==> src/rtl/uart_tx_scheduler.sv <==
// Shares one UART transmitter between an RX-echo FIFO and a valid/ready requester,
// with round-robin arbitration and a per-launch timeout on the TX_en/TX_status handshake.
module uart_tx_scheduler #(
   parameter int FIFO_DEPTH      = 4,
   parameter int TIMEOUT         = 1023,
   parameter bit ECHO_INVERT_MSB = 1'b1
) (
   input  logic                          sys_clk,
   input  logic                          rst,
   input  logic [7:0]                    RX_data,
   input  logic                          RX_status,
   input  logic [7:0]                    req_data,
   input  logic                          req_valid,
   output logic                          req_ready,
   output logic [7:0]                    TX_data,
   output logic                          TX_en,
   input  logic                          TX_status,
   input  logic                          clr_err,
   output logic                          ovf,
   output logic                          timeout_err,
   output logic                          last_grant,
   output logic [$clog2(FIFO_DEPTH):0]   fifo_count,
   output logic [1:0]                    dbg_state_o
);

   localparam int AW = $clog2(FIFO_DEPTH);
   localparam logic [AW:0] DEPTH_C = FIFO_DEPTH[AW:0];
   localparam logic [15:0] TMO_C   = TIMEOUT[15:0];

   typedef enum logic [1:0] {
      IDLE  = 2'd0,
      START = 2'd1,
      BUSY  = 2'd2
   } state_t;

   state_t        state_q;
   logic [7:0]    tx_data_q;
   logic          tx_en_q;
   logic          last_grant_q;
   logic [15:0]   tmo_cnt_q;
   logic [15:0]   tmo_cnt_d;
   logic          tmo_err_q;

   logic [7:0]    mem_q [FIFO_DEPTH];
   logic [AW-1:0] wr_ptr_q;
   logic [AW-1:0] rd_ptr_q;
   logic [AW:0]   count_q;
   logic [AW:0]   count_d;
   logic          ovf_q;

   logic [7:0]    rx_cond;
   logic          fifo_full;
   logic          fifo_empty;
   logic          push_ok;
   logic          ovf_set;
   logic          pop;
   logic          p0;
   logic          p1;
   logic          grant;
   logic          sel_req;

   // Echo bytes with bit7 set are optionally stored inverted before queueing.
   always_comb begin
      rx_cond = RX_data;
      if (ECHO_INVERT_MSB && RX_data[7]) begin
         rx_cond = ~RX_data;
      end
   end

   assign fifo_full  = (count_q == DEPTH_C);
   assign fifo_empty = (count_q == '0);
   assign push_ok    = RX_status && (!fifo_full || pop);
   assign ovf_set    = RX_status && fifo_full && !pop;

   always_comb begin
      count_d = count_q;
      case ({push_ok, pop})
         2'b10:   count_d = count_q + 1'b1;
         2'b01:   count_d = count_q - 1'b1;
         default: count_d = count_q;
      endcase
   end

   // Storage carries no reset: stale entries are unreachable once the pointers clear.
   always_ff @(posedge sys_clk) begin
      if (push_ok) begin
         mem_q[wr_ptr_q] <= rx_cond;
      end
   end

   always_ff @(posedge sys_clk or posedge rst) begin
      if (rst) begin
         wr_ptr_q <= '0;
         rd_ptr_q <= '0;
         count_q  <= '0;
         ovf_q    <= 1'b0;
      end else begin
         if (push_ok) wr_ptr_q <= wr_ptr_q + 1'b1;
         if (pop)     rd_ptr_q <= rd_ptr_q + 1'b1;
         count_q <= count_d;
         if (ovf_set) begin
            ovf_q <= 1'b1;
         end else if (clr_err) begin
            ovf_q <= 1'b0;
         end
      end
   end

   // Requester handshake: a byte transfers in the cycle req_valid & req_ready are both high;
   // req_ready only rises combinationally in an IDLE cycle that grants the requester.
   assign p0      = !fifo_empty;
   assign p1      = req_valid;
   assign grant   = (state_q == IDLE) && TX_status && (p0 || p1);
   assign sel_req = p1 && (!p0 || !last_grant_q);
   assign pop     = grant && !sel_req;

   assign tmo_cnt_d = tmo_cnt_q + 16'd1;

   always_ff @(posedge sys_clk or posedge rst) begin
      if (rst) begin
         state_q      <= IDLE;
         tx_data_q    <= 8'h00;
         tx_en_q      <= 1'b0;
         last_grant_q <= 1'b1;
         tmo_cnt_q    <= 16'd0;
         tmo_err_q    <= 1'b0;
      end else begin
         // A timeout in the same cycle overrides this clear below.
         if (clr_err) tmo_err_q <= 1'b0;
         case (state_q)
            IDLE: begin
               if (grant) begin
                  tx_data_q    <= sel_req ? req_data : mem_q[rd_ptr_q];
                  tx_en_q      <= 1'b1;
                  last_grant_q <= sel_req;
                  tmo_cnt_q    <= 16'd0;
                  state_q      <= START;
               end
            end
            START: begin
               tmo_cnt_q <= tmo_cnt_d;
               if (!TX_status) begin
                  tx_en_q <= 1'b0;
                  state_q <= BUSY;
               end else if (tmo_cnt_d == TMO_C) begin
                  tx_en_q   <= 1'b0;
                  tmo_err_q <= 1'b1;
                  state_q   <= IDLE;
               end
            end
            BUSY: begin
               if (TX_status) state_q <= IDLE;
            end
            default: state_q <= IDLE;
         endcase
      end
   end

   assign req_ready   = grant && sel_req;
   assign TX_data     = tx_data_q;
   assign TX_en       = tx_en_q;
   assign ovf         = ovf_q;
   assign timeout_err = tmo_err_q;
   assign last_grant  = last_grant_q;
   assign fifo_count  = count_q;
   assign dbg_state_o = state_q;

endmodule

==> config.mk <==
export PLATFORM = sky130hd
export DESIGN_NAME = uart_tx_scheduler
export DESIGN_NICKNAME = d
export VERILOG_FILES = /design/src/rtl/uart_tx_scheduler.sv
export SDC_FILE = /design/constraint.sdc
export NUM_CORES = 1
export LEC_CHECK = 0
export CORE_UTILIZATION = 30
export CTS_BUF_LIST = sky130_fd_sc_hd__clkbuf_8 sky130_fd_sc_hd__clkbuf_16
export CTS_CLUSTER_SIZE = 8
export DETAILED_ROUTE_END_ITERATION = 8
export MAX_ROUTING_LAYER = met4
export PLACE_DENSITY = 0.57
export SYNTH_ARGS = -nofsm -noshare
export SYNTH_HDL_FRONTEND = slang
export SYNTH_SLANG_ARGS = --single-unit
==> constraint.sdc <==
create_clock -name sys_clk -period 3.3 [get_ports sys_clk]
set_clock_uncertainty 0.15 [all_clocks]
set_input_delay 0.66 -clock sys_clk [delete_from_list [all_inputs] [get_ports sys_clk]]
set_output_delay 0.66 -clock sys_clk [all_outputs]
set_load 0.02 [all_outputs]
== Yosys cells after proc, flatten, opt, wreduce, memory -nomap -nowiden ==
Memories as Yosys holds them, arrays and structs flattened.
Cells that the tools add are included.
Word-level totals
  register bits: 37
  latch bits: 0
  bits in writable memories: 32
  bits in read-only memories: 0
  input port bits: 22
  output and inout bits: 18
  logic and storage cells: 73
  memories: 1
Memories
  mem_q: words 4, bits a word 8, read ports 1, clocked after memory_dff 0, wr ports 1, line 44  | logic [7:0] mem_q [FIFO_DEPTH];
Operators by class
  $add $sub $neg: 5
  multipliers: 0
  div/mod/pow operators: 0
  magnitude comparators: 0
  equality and inequality tests: 9
  shift-type cells: 0
  multiplexer cells: 22
  bitwise operators: 1
  reductions and logical operators: 25
Operator list (count)
  $pmux W16 S2: 1
  $add A16 B1 Y16 const B: 1
  $eq A16 B10 Y1 const B: 1
  $mux W16: 1
  $mux W8: 2
  $mux W1: 11
  $logic_and A1 B1 Y1: 8
  $mux W2: 4
  $not A8 Y8: 1
  $pmux W2 S3: 1
  $pmux W3 S2: 1
  $reduce_and A3 Y1: 2
  $reduce_bool A2 Y1: 3
  $logic_not A1 Y1: 5
  $add A2 B1 Y2 const B: 2
  $eq A2 B1 Y1 const B: 2
  $eq A2 B2 Y1 const B: 2
  $ne A2 B2 Y1 const B: 2
  $reduce_and A2 Y1: 2
  $add A3 B1 Y3 const B: 1
  $eq A3 B3 Y1 const B: 1
  $logic_not A3 Y1: 1
  $logic_or A1 B1 Y1: 3
  $ne A3 B3 Y1 const B: 1
  3 further kinds: 3

== Depth between registers and ports, before layout ==
  word-level depth: 9
  gate-level depth with buffers: 10
  gate-level depth less buffers: 10

== Worst setup path before layout ==
OpenSTA, ideal clock, no wires.
  kind: input port to flip-flop
  from: in TX_status
  to: reg count_q[2], in the netlist fifo_count[2]
  library setup time: 0.133 ns
  arrival time: 2.281 ns
  setup slack: 0.736 ns
  cell stages on the path: 10
  buffers on the path: 0
  path through: nor3b_1 -> nand3_1 -> a31oi_1 -> inv_1 -> ha_1 -> inv_1 -> fa_1 -> xor2_1 -> nor2_1 -> xor2_1
On the way
  word-level cells in the longest chain between the ends: 7
Ends and longest elaborated chain
  from (decl): line 17  | input logic TX_status,
  $logic_and A1 B1 Y1 * (2 in a row): line 113  | assign grant = (state_q == IDLE) && TX_status && (p0 || p1);
  $logic_and A1 B1 Y1 *: line 115  | assign pop = grant && !sel_req;
  $logic_or A1 B1 Y1: line 72  | assign push_ok = RX_status && (!fifo_full || pop);
  $logic_and A1 B1 Y1: line 72
  $eq A2 B1 Y1 or $eq A2 B2 Y1 (tied branches): line 77  | case ({push_ok, pop})
  $pmux W3 S2 or $reduce_bool A2 Y1 (tied branches)
  to (signal assigned): line 100  | count_q <= count_d;
  to (decl): line 47  | logic [AW:0] count_q;
Mark *: on every way between the ends. The rest lies on a longest branch, timed or not.
A chain may end at the register's enable or synchronous reset.

== Worst setup path in the final report ==
  from: in TX_status
  to: out req_ready
On the way
  word-level cells in the longest chain between the ends: 3
Ends and longest elaborated chain
  $logic_and A1 B1 Y1 (2 in a row): line 113
  $logic_and A1 B1 Y1: line 159  | assign req_ready = grant && sel_req;
  to (decl): line 14  | output logic req_ready,
Every way passes these cells.

==> impl_metrics.csv <==
group,metric,value,unit
outcome,status,"complete, no violations",
die,die_w,105.4,µm
yosys,synth_common_cells,"dfrtp_1, edfxtp_1, nand2_1, o21ai_0, nor2_1",
worst_hold_path,worstHoldPathCells,1,
cts,ctsHtreeMaxLevel,3,
run,max-cap-violations,0,
die,io_pins,40,
sta,finalSetupTns,0,ps
yosys,avgSynthCellArea,11.76,µm²
grt,track_usage,0.1331,
worst_setup_path,max_stage_delay,470,ps
placement,place.gp.congestion,0.7812,
worst_setup_path,crit_cells,7,
cells_and_area,diodes,0,
worst_hold_path,hold_class,"flop to flop",
yosys,synth.distinct_cells,49,
grt,antenna_found_initial,0,
placement,hpwl,4753,µm
sta,finalCriticalPeriod,2796,ps
detailed_routing,postRouteAntennaNets,0,
cts,cts_made_buffers,9,
cts,cts_tree,"built",
cells_and_area,nets,348,
cts,path_clk_slew,80,ps
yosys,yosysSeqAreaShare,0.5509,
cells_and_area,final_layout_size_suffix_gt1_frac,0.1269,
sta,rsz0062_at_grt,"false",
die,die_h,105.4,µm
die,core_area,10370,µm²
detailed_routing,drc,0,
detailed_routing,drt-wirelength-per-cell,14.64,µm
worst_setup_path,critPathTopFamily,"buffers and inverters",
yosys,yosysTopAreaCell,"dfrtp_1",
grt,grt_pass1_wl,11070,µm
yosys,synth_edf_count,28,
power,totalPowerFinal,3.199,mW
detailed_routing,via_count,2239,
power,ir_drop,0.2803,mV
sta,hold_viol_final,0,
worst_setup_path,crit_buf_inv,4,
worst_setup_path,critical_path_class,"input pin to primary output",
yosys,synth_cells,273,
worst_setup_path,worstPathRequired,2490,ps
detailed_routing,drt_wl_total,6720,µm
cells_and_area,num-fill-cells,1054,
cts,cts-root-buf,"clkbuf_8",
grt,grt_pass1_vias,2221,
worst_setup_path,end_kind,"primary output",
cts,clock_latency,350,ps
placement,port_buffers,39,
worst_setup_path,path_max_fanout,3,
yosys,netlist_top_cells_area,"dfrtp_1, edfxtp_1, mux4_2, o21ai_0, ha_1",
cells_and_area,syn2layout_area_growth,25.38,%
yosys,syn_area,3209,µm²
grt,grt_remaining_overflow,0,
sta,slew_headroom,0.3909,
yosys,synthFlopType,"dfrtp_1",
sta,setup_viol_count_final,0,
worst_setup_path,reg2reg_depth,10,
sta,min_period_over_period,0.8473,
yosys,yosysTopAreaCellShare,0.2807,
yosys,yosysWarnings,0,
sta,worst_slew_pin_slew,911.7,ps
detailed_routing,drtIter0Drc,115,
sta,hold-worst-slack,357.2,ps
yosys,async_reset_ff_frac,0.5692,
cts,cts_hold_buf,0,
cts,cts.path.max_buffers,2,
detailed_routing,via_per_inst,4.878,
sta,maxSlewViolCount,0,
power,power_density,795.1,nW/µm²
cts,clock_sinks,65,
die,placementRows,37,
grt,grt_max_degree,38,
worst_setup_path,cpMostUsedCell,"buf_4",
yosys,syn-num-nets,303,
detailed_routing,drt_pass1_iterations,4,
power,leakage,1.585,nW
yosys,ys_ff_latch,65,
die,fp.dieArea,11120,µm²
yosys,synth.most_common_cell,"dfrtp_1",
die,start_util,0.3095,
worst_setup_path,arrival,1990,ps
sta,max_clock_freq,357.6,MHz
worst_setup_path,start_kind,"input pin",
worst_setup_path,path_cells,"clkdlybuf4s50_1 > nor3b_1 > buf_4 > nand2_1 > a21oi_1 > buf_4 > dlymetal6s2s_1",
worst_setup_path,cpMaxStageDelayCell,"clkdlybuf4s50_1",
flip-flops by register name, indices dropped and copies added, names as in the netlist:
signal and flops:
tmo_cnt_q 16, TX_en 1, dbg_state_o 2, mem_q 28, fifo_count 3, timeout_err 1
rd_ptr_q 2, wr_ptr_q 2, ovf 1, TX_data 8, last_grant 1
worst paths after layout:
check | slack (ps) | startpoint | endpoint
setup / recovery | 500 | TX_status | req_ready
hold / removal | 360 | ovf | ovf
setup reg to reg | 770 | fifo_count[0] | fifo_count[2]
hold reg to reg | 360 | ovf | ovf
max in group asynchronous | 2060 | rst | last_grant
min in group asynchronous | 580 | rst | TX_data[7]
power breakdown:
part	switching, mW	internal (mW)
Combinational	0.560	0.545
Sequential	0.194	1.07
Clock	0.327	0.501
Total	1.08	2.12
per-stage QoR:
stage          utilization  cells  instance area, µm²  setup WS (ps)
2_1_floorplan            -    273                3209          736.3
3_3_place_gp        0.3644    443                3779          100.5
3_5_place_dp        0.3644    443                3779          117.9
4_1_cts             0.3878    459                4021          95.72
5_1_grt             0.3880    459                4024          375.4
6_report            0.3880    459                4024          503.8
cell type report:
cell class	count	area, µm²	share of cell area
well taps	136	170.2	0.04229
flip-flops and latches	65	1768	0.4394
multi-input cells	182	1338	0.3324
clock inverters	7	118.9	0.02954
inverters	12	45.04	0.01119
clock buffers	9	123.9	0.03078
repair buffers	48	460.4	0.1144
kinds of logic (layout without fill, tap and decap cells):
group | after synthesis | after routing | share of synthesized area
buf+inv | 26 | 76 | 0.03236
mux | 9 | 9 | 0.05575
xor+xnor | 17 | 17 | 0.04639
flops | 65 | 65 | 0.5509
simple gates | 85 | 85 | 0.1536
compound gates | 63 | 63 | 0.1275
fa+ha+maj | 8 | 8 | 0.03353
routing by layer:
layer / up-vias / global-route usage / part of all wire / routed length (µm)
met5: - / - / 0 / 0
met4: 0 / 0.04427 / 0.014 / 97
met3: 10 / 0.04205 / 0.032 / 218
met2: 40 / 0.2166 / 0.51 / 3402
met1: 1099 / 0.1560 / 0.45 / 3001
li1: 1090 / - / - / -
what timing repair did:
action,in CTS,in global routing
buffers inserted,0,0
gates resized for setup,0,1
hold endpoints to repair,0,0
endpoints found under the setup margin,0,1
cell usage in the layout (no fill, tap or decap), types with 3 or more instances in the layout:
cell type and count:
o21ai_0 22, and2_1 8, nor2b_1 8, nor2_1 13
buf_4 9, clkdlybuf4s50_1 38, nor3_1 4, edfxtp_1 28
bufinv_16 3, xnor2_1 7, nand2b_1 3, nand3_1 9
clkbuf_8 9, xor2_1 10, dfrtp_1 36, o31ai_1 5
nand2_1 22, inv_1 12, a221o_1 7, ha_1 7
a21oi_1 11, a31oi_1 7, mux4_2 7
Power figures use the tool's default switching activity.
